$ cat src/rtl/uart_pkg.sv
// Shared definitions for the button-to-UART scheduler: byte width,
// scheduler state encoding and the ASCII identifier helper.
package uart_pkg;

  localparam int BYTE_W = 8;
  localparam logic [7:0] DEFAULT_NEWLINE = 8'h0A;

  typedef enum logic [2:0] {
    IDLE    = 3'd0,
    SEND_ID = 3'd1,
    ACK_ID  = 3'd2,
    DONE_ID = 3'd3,
    SEND_NL = 3'd4,
    ACK_NL  = 3'd5,
    DONE_NL = 3'd6
  } state_t;

  // Identifier byte for a button index; wraps modulo 256
  function automatic logic [7:0] id_char(input logic [7:0] base, input logic [7:0] idx);
    return base + idx;
  endfunction

endpackage

$ cat src/rtl/button_tx_scheduler_rr_arbiter.sv
// Combinational round-robin arbiter: scans req starting just after the
// previous winner and wraps modulo N.
module rr_arbiter #(
  parameter int N = 4
) (
  input  logic [N-1:0]         req,
  input  logic [$clog2(N)-1:0] last,
  output logic                 gnt_valid,
  output logic [$clog2(N)-1:0] gnt_idx
);

  localparam int IW = $clog2(N);

  // First requester found at last+1, last+2, ... wins
  always_comb begin
    gnt_valid = 1'b0;
    gnt_idx   = '0;
    for (int k = 1; k <= N; k++) begin
      logic [IW-1:0] j;
      j = IW'((int'(last) + k) % N);
      if (!gnt_valid && req[j]) begin
        gnt_valid = 1'b1;
        gnt_idx   = j;
      end else begin
        gnt_valid = gnt_valid;
      end
    end
  end

endmodule

$ cat src/rtl/button_tx_scheduler.sv
// Captures debounced button presses as pending requests and serialises
// round-robin grants to a shared UART as ID byte (+ optional newline).
module button_tx_scheduler
  import uart_pkg::*;
#(
  parameter int         NUM_BUTTONS  = 4,
  parameter logic [7:0] BASE_CHAR    = 8'h30,
  parameter bit         SEND_NEWLINE = 1'b1,
  parameter logic [7:0] NEWLINE_CHAR = DEFAULT_NEWLINE
) (
  input  logic                           clock,
  input  logic                           reset,
  input  logic [NUM_BUTTONS-1:0]         switch_debounced,
  input  logic                           tx_busy,
  input  logic                           clear_overrun,
  output logic                           tx_start,
  output logic [BYTE_W-1:0]              tx_data,
  output logic [NUM_BUTTONS-1:0]         pending,
  output logic [$clog2(NUM_BUTTONS)-1:0] grant_id,
  output logic [NUM_BUTTONS-1:0]         overrun
);

  localparam int IW = $clog2(NUM_BUTTONS);

  logic [NUM_BUTTONS-1:0] prev_r;
  logic [NUM_BUTTONS-1:0] rise_s;
  logic [NUM_BUTTONS-1:0] clear_mask_s;
  logic                   gnt_valid_s;
  logic [IW-1:0]          gnt_idx_s;
  logic [IW-1:0]          last_grant_r;
  logic                   grant_fire_s;
  state_t                 state_r;

  rr_arbiter #(.N(NUM_BUTTONS)) u_arb (
    .req       (pending),
    .last      (last_grant_r),
    .gnt_valid (gnt_valid_s),
    .gnt_idx   (gnt_idx_s)
  );

  // Rising-edge detect and the pending bit cleared by this cycle's grant
  always_comb begin
    rise_s       = switch_debounced & ~prev_r;
    grant_fire_s = (state_r == IDLE) && gnt_valid_s && !tx_busy;
    clear_mask_s = '0;
    if (grant_fire_s) begin
      clear_mask_s[gnt_idx_s] = 1'b1;
    end else begin
      clear_mask_s = '0;
    end
  end

  // Edge history, request queue and sticky overrun; a new press beats a grant clear
  always_ff @(posedge clock or negedge reset) begin
    if (!reset) begin
      prev_r  <= '0;
      pending <= '0;
      overrun <= '0;
    end else begin
      prev_r  <= switch_debounced;
      pending <= (pending & ~clear_mask_s) | rise_s;
      if (clear_overrun) begin
        overrun <= rise_s & pending & ~clear_mask_s;
      end else begin
        overrun <= overrun | (rise_s & pending & ~clear_mask_s);
      end
    end
  end

  // Transmit sequencer with registered UART handshake outputs
  always_ff @(posedge clock or negedge reset) begin
    if (!reset) begin
      state_r      <= IDLE;
      tx_start     <= 1'b0;
      tx_data      <= '0;
      grant_id     <= '0;
      last_grant_r <= IW'(NUM_BUTTONS - 1);
    end else begin
      tx_start <= 1'b0;
      case (state_r)
        IDLE: begin
          if (grant_fire_s) begin
            grant_id     <= gnt_idx_s;
            last_grant_r <= gnt_idx_s;
            tx_data      <= id_char(BASE_CHAR, 8'(gnt_idx_s));
            tx_start     <= 1'b1;
            state_r      <= ACK_ID;
          end else begin
            state_r <= IDLE;
          end
        end
        ACK_ID: begin
          if (tx_busy) state_r <= DONE_ID;
          else         state_r <= ACK_ID;
        end
        DONE_ID: begin
          if (tx_busy)           state_r <= DONE_ID;
          else if (SEND_NEWLINE) state_r <= SEND_NL;
          else                   state_r <= IDLE;
        end
        SEND_NL: begin
          if (!tx_busy) begin
            tx_data  <= NEWLINE_CHAR;
            tx_start <= 1'b1;
            state_r  <= ACK_NL;
          end else begin
            state_r <= SEND_NL;
          end
        end
        ACK_NL: begin
          if (tx_busy) state_r <= DONE_NL;
          else         state_r <= ACK_NL;
        end
        DONE_NL: begin
          if (tx_busy) state_r <= DONE_NL;
          else         state_r <= IDLE;
        end
        default: state_r <= IDLE;
      endcase
    end
  end

endmodule

$ cat config.mk
export PLATFORM = sky130hd
export DESIGN_NAME = button_tx_scheduler
export DESIGN_NICKNAME = d
export VERILOG_FILES = /design/src/rtl/uart_pkg.sv /design/src/rtl/button_tx_scheduler_rr_arbiter.sv /design/src/rtl/button_tx_scheduler.sv
export SDC_FILE = /design/constraint.sdc
export NUM_CORES = 1
export LEC_CHECK = 0
export ABC_AREA = 1
export ABC_CLOCK_PERIOD_IN_PS = 1800
export CORE_UTILIZATION = 46
export DETAILED_ROUTE_END_ITERATION = 8
export PLACE_DENSITY_LB_ADDON = 0.2
export SLEW_MARGIN = 20
export SYNTH_ARGS = -nofsm -noshare
export SYNTH_HDL_FRONTEND = slang
export SYNTH_SLANG_ARGS = --single-unit
export TNS_END_PERCENT = 20
$ cat constraint.sdc
create_clock -name clock -period 1.8 [get_ports clock]
set_clock_uncertainty 0.15 [all_clocks]
set_input_delay 0.36 -clock clock [delete_from_list [all_inputs] [get_ports clock]]
set_output_delay 0.36 -clock clock [all_outputs]
set_load 0.01 [all_outputs]
# Word level (Yosys, flattened, before mapping)
# Cells that the tools add are included.
# totals
reg_bits	28
inputBits	8
out_inout_bits	19
word_cells	81
# classes
add_sub_neg	5
magnitude_cmp	6
eq_ne	7
mux	33
bitwise_logic	8
n_reduce_logical	14
# op_table
operator	n
$pmux 3 s6	1
$and 4x4->4	4
$mux 8	2
$pmux 8 s2	1
$lt 2x3->1 const B	5
$mux 1	13
$mux 2	6
$eq 3x3->1 const B	3
$bmux 1 s2	4
$mux 4	2
$not 4->4	2
$or 4x4->4	2
$add 6x2->7 const A	1
$eq 3x2->1 const B	2
$logic_and 1x1->1	6
$mux 3	2
$add 2x1->2 const B	2
$add 2x2->2 const B	2
$logic_not 1->1	4
$ne 2x2->1 const B	2
$logic_not 3->1	1
$reduce_and 3->1	1
$demux 1 s2	1
$ge 2x1->1 const B	1
other kinds (3)	3

# Depth between registers and ports, before layout
# depth
ltp_word	22
mapped_depth	15

# By module
# From an unflattened synthesis, not the netlist that was laid out.
# hier_totals
cells_unflattened	170
hier_area_um2	1302.5
# by_module_without_submodules
module	instances	cells_per_inst	area_per_inst_um2
button_tx_scheduler	1	118	1031.0
rr_arbiter	1	52	271.5

# Worst setup path after synthesis
# No wires, ideal clock.
# synth_path
path_kind	register to register
startpoint	register last_grant_r[0]
endpoint	register pending[0]
t_arrival_ns	1.604
slack_ns	-0.071
path_stages_with_launch	15
path_buffers	2
synth_period_minus_slack_ns	1.871
cell_sequence	dfstp_2 -> buf_6 -> inv_2 -> buf_6 -> nand2_2 -> nand2_2 -> nand2_4 -> a21boi_1 -> nand2_1 -> clkinv_1 -> nand2_2 -> nor2_2 -> nand2_1 -> nand2_1 -> nand2_1
# synth_via
elab_chain_cells	21
elab_cells_between_ends	37
classes_between	add/sub: 4; order compare: 2; mux: 19; bitwise: 3; reduce/logical: 9
# synth_lines
element	line_no	source
start, declared	button_tx_scheduler.sv:30	logic [IW-1:0] last_grant_r;
start signal, assigned	button_tx_scheduler.sv:77	last_grant_r <= IW'(NUM_BUTTONS - 1);
start signal, assigned	button_tx_scheduler.sv:84	last_grant_r <= gnt_idx_s;
$add 2x1->2	button_tx_scheduler_rr_arbiter.sv:20	j = IW'((int'(last) + k) % N);
$bmux 1 s2	button_tx_scheduler_rr_arbiter.sv:21	if (!gnt_valid && req[j]) begin
$mux 1 (implied by the code)	button_tx_scheduler_rr_arbiter.sv:21	
$mux 1	button_tx_scheduler_rr_arbiter.sv:21	
$logic_not 1->1	button_tx_scheduler_rr_arbiter.sv:21	
$logic_and 1x1->1	button_tx_scheduler_rr_arbiter.sv:21	
$mux 1	button_tx_scheduler_rr_arbiter.sv:21	
$logic_not 1->1	button_tx_scheduler_rr_arbiter.sv:21	
[... 5 more ...]	--	
$lt 2x3->1 (implied by the code) / $ge 2x1->1 (equally long branches)	button_tx_scheduler.sv:47	clear_mask_s[gnt_idx_s] = 1'b1;
$logic_and 1x1->1 (implied by the code)	button_tx_scheduler.sv:47	
$mux 1 (implied by the code)	button_tx_scheduler.sv:47	
$demux 1 s2	button_tx_scheduler.sv:47	
$mux 4 (*)	button_tx_scheduler.sv:46	if (grant_fire_s) begin
$not 4->4 (*)	button_tx_scheduler.sv:61	pending <= (pending & ~clear_mask_s) | rise_s;
$and 4x4->4 (*)	button_tx_scheduler.sv:61	
$or 4x4->4 (*)	button_tx_scheduler.sv:61	
end signal, assigned	button_tx_scheduler.sv:61	
end, declared	button_tx_scheduler.sv:18	output logic [NUM_BUTTONS-1:0] pending,
# Mark *: on every way between the ends. The rest lies on a longest branch, timed or not. The select of a mux whose other input is x is not followed.
# A chain may end at the register's enable or synchronous reset.

# Worst setup path after layout
# layout_path
startpoint	register last_grant_r[0]
endpoint	register pending[3]
# The elaborated chain is that of the path after synthesis.

==> impl_metrics.env <==
export IMPL_status="finished with violations"
export IMPL_violations="setup timing"
export IMPL_path_clk_slew_ns=0.14
export IMPL_initial_core_util_pct=48.76
export IMPL_synthArstFlopShare_pct=100.0
export IMPL_fmax_mhz=507.6
export IMPL_critPathLaunchType="register"
export IMPL_ant_nets=0
export IMPL_peakVddDrop_mv=1.519
export IMPL_cts_buffers=3
export IMPL_max_stage_delay_ns=0.65
export IMPL_cts_root_buf="clkbuf_4"
export IMPL_avgSynthCellArea_um2=7.795
export IMPL_yosys_warnings=0
export IMPL_grt_setup_unrepaired="yes"
export IMPL_cp_data_arrival_time_ns=2.04
export IMPL_synth_top_flop_cell="dfrtp_1"
export IMPL_wl_per_cell_um=12.31
export IMPL_core_area_um2=2781
export IMPL_pre_cts_ws_ns=-0.2753
export IMPL_cp_cell_sequence="inv_4 > nand2_2 > nand2_2 > nand2_4 > nand2_4 > nor2_8 > nand4_1 > nand3_2 > nand3_2 > nand2_1 > nand2_1"
export IMPL_worst_slack_ns=-0.1702
export IMPL_synthTopCellsByArea="dfrtp_1, nand2_1, inv_1"
export IMPL_ys_seq_area_share_pct=44.46
export IMPL_die_x_um=56.30
export IMPL_end_kind="register"
export IMPL_grt_use_total_pct=21.27
export IMPL_syn_area_um2=1356
export IMPL_firstDrtPassIters=4
export IMPL_synth_seq_cells=24
export IMPL_r2r_end="pending[3]$_DFF_PN0_"
export IMPL_diodes=0
export IMPL_criticalPathCategory="register to register"
export IMPL_grtUsageMet1_pct=24.96
export IMPL_drive_gt1_share_pct=30.48
export IMPL_rows=19
export IMPL_port_buffers=23
export IMPL_first_iter_violations=37
export IMPL_die_area_um2=3170
export IMPL_synthCells=174
export IMPL_finalNetCount=219
export IMPL_synth_top_area_share_pct=40.59
export IMPL_drc=0
export IMPL_cts_tree="yes"
export IMPL_die_h_um=56.30
export IMPL_grt_use_met3_pct=2.535
export IMPL_fin_crit_ns=1.970
export IMPL_grt_ovfl_total=0
export IMPL_leakage_uw=0.0009701
export IMPL_power_density_nw_per_um2=1970
export IMPL_grt_pass1_vias=1265
export IMPL_slew_violations=0
export IMPL_wl_um=2966
export IMPL_io_pins=27
export IMPL_finalSetupViolations=18
export IMPL_via_per_inst=5.025
export IMPL_r2r_start="last_grant_r[0]$_DFFE_PN1P_"
export IMPL_synth_cell_type_count=29
export IMPL_clk_path_buf_depth=2
export IMPL_met2_usage_pct=39.12
export IMPL_vias=1211
export IMPL_antenna_found_initial=0
export IMPL_synth_edf_count=0
export IMPL_reg2reg_slack_ns=-0.17
export IMPL_htreeDepth=1
export IMPL_clock_sinks=24
export IMPL_gp_congestion=0.8069
export IMPL_synth_top_area_cell="dfrtp_1"
export IMPL_final_util_pct=64.55
export IMPL_area_growth_pct=32.38
export IMPL_insertion_delay_ns=0.32
export IMPL_final_hold_viol_count=0
export IMPL_grt_pass1_wl_um=5299
export IMPL_busiest_layer="met2"
export IMPL_hpwlAfterDp_um=2199
export IMPL_final_min_period_over_clock_period_pct=109.5
export IMPL_hp_class="input port to asynchronous set/reset pin"
export IMPL_drv_cap=0
export IMPL_required_ns=1.87
export IMPL_fillers=254
export IMPL_cp_slowest_cell="dfstp_2"
export IMPL_r2r_cells=11
export IMPL_grt_max_degree=25
export IMPL_crit_fanout=8
[synthesized netlist by cell type, types with 2 or more instances]
library cell  number
nand2_1           63
dfrtp_1           22
inv_1             18
nor2_1            11
nand2_2           10
nand3_1            9
buf_4              4
nand2_4            4
nand4_1            4
a21oi_1            3
inv_2              3
nand3_2            3
buf_6              2
dfstp_2            2
o21ai_0            2
[where the power goes]
group | total (uW) | switching [uW] | internal [uW]
registers | 948 | 196 | 751
logic | 2300 | 1320 | 979
clock network | 287 | 163 | 124
total | 3540 | 1680 | 1850
[area by class of cell]
class                   count  area, um2  share of cell area (%)
inverters                  23      92.59                   5.157
well taps                  31      38.79                   2.160
flip-flops and latches     24      605.6                   33.73
clock buffers               4      36.28                   2.021
repair buffers             36      339.1                   18.89
multi-input cells         123      683.2                   38.05
[flip-flops by register name (all words and copies together) (netlist names)]
register and cells:
prev_r 4, pending 4, state_r 3, last_grant_r 2
overrun 4, tx_data 4, tx_start 1, grant_id 2
[worst max-delay path by stage]
stage / startpoint / slack, ns / depth (start not counted) / end
global route: last_grant_r[0]$_DFFE_PN1P_ / -0.30 / 11 / pending[3]$_DFF_PN0_
detailed placement: tx_busy / -0.28 / 8 / overrun[2]$_DFF_PN0_
global placement: tx_busy / -0.18 / 8 / overrun[2]$_DFF_PN0_
floorplan: last_grant_r[0]$_DFFE_PN1P_ / -0.07 / 14 / pending[0]$_DFF_PN0_
CTS: last_grant_r[0]$_DFFE_PN1P_ / -0.14 / 12 / overrun[2]$_DFF_PN0_
finish: last_grant_r[0]$_DFFE_PN1P_ / -0.17 / 11 / pending[3]$_DFF_PN0_
[metrics by stage]
stage | std cells | setup TNS, ns | cell area, um2 | power (uW) | hold slack, ns
after floorplan | 176 | -0.7189 | 1371 | 2318 | -0.08559
after global placement | 231 | -1.937 | 1640 | 2844 | 0.3048
after detailed placement | 231 | -3.512 | 1640 | 2923 | 0.3076
after CTS | 241 | -1.580 | 1785 | 3517 | 0.2399
after global routing | 241 | -4.151 | 1795 | 3799 | 0.2648
final | 241 | -2.116 | 1795 | 3537 | 0.2248
[cell usage in the layout (no fill, tap or decap), types with 2 or more instances in the layout]
cell / instances
nor2_1: 10
nand3_1: 6
clkbuf_4: 3
nand2_4: 7
dfrtp_2: 2
dfstp_2: 2
a21oi_1: 3
dfrtp_1: 20
inv_2: 2
nand2_2: 18
conb_1: 3
inv_1: 18
inv_4: 2
dlygate4sd2_1: 4
clkdlybuf4s50_1: 17
nand4_1: 4
buf_6: 3
nor2_2: 2
nand3_2: 6
dlymetal6s2s_1: 2
o21ai_0: 2
buf_4: 10
nand2_1: 52
[per-layer routing]
| layer | share of wire, % | routed length, um |
|---|---|---|
| met5 | 0 | 0 |
| met3 | 1.5 | 45 |
| met2 | 55 | 1638 |
| met4 | 1.5 | 44 |
| met1 | 42 | 1237 |
[critical path: cells and delay by family, from the launching register on]
family / cells / cell delay, ns
and+or+nand+nor: 10 / 0.97
DFF: 1 / 0.65
buffers and inverters: 1 / 0.09
[timing repair]
| action | in CTS | in global routing |
|---|---|---|
| gates cloned | 0 | 0 |
| buffers inserted | 6 | 0 |
| gates resized for setup | 27 | 3 |
| pin swaps | 11 | 0 |
| endpoints found under the setup margin | 22 | 20 |
| hold buffers | 0 | 0 |
[kinds of logic after synthesis]
family          synth area share [%]
flops                          44.47
simple gates                   40.77
buf+inv                        10.42
compound gates                 4.059
other cells                   0.2765
Note: power is estimated with default switching activity, not from simulation.
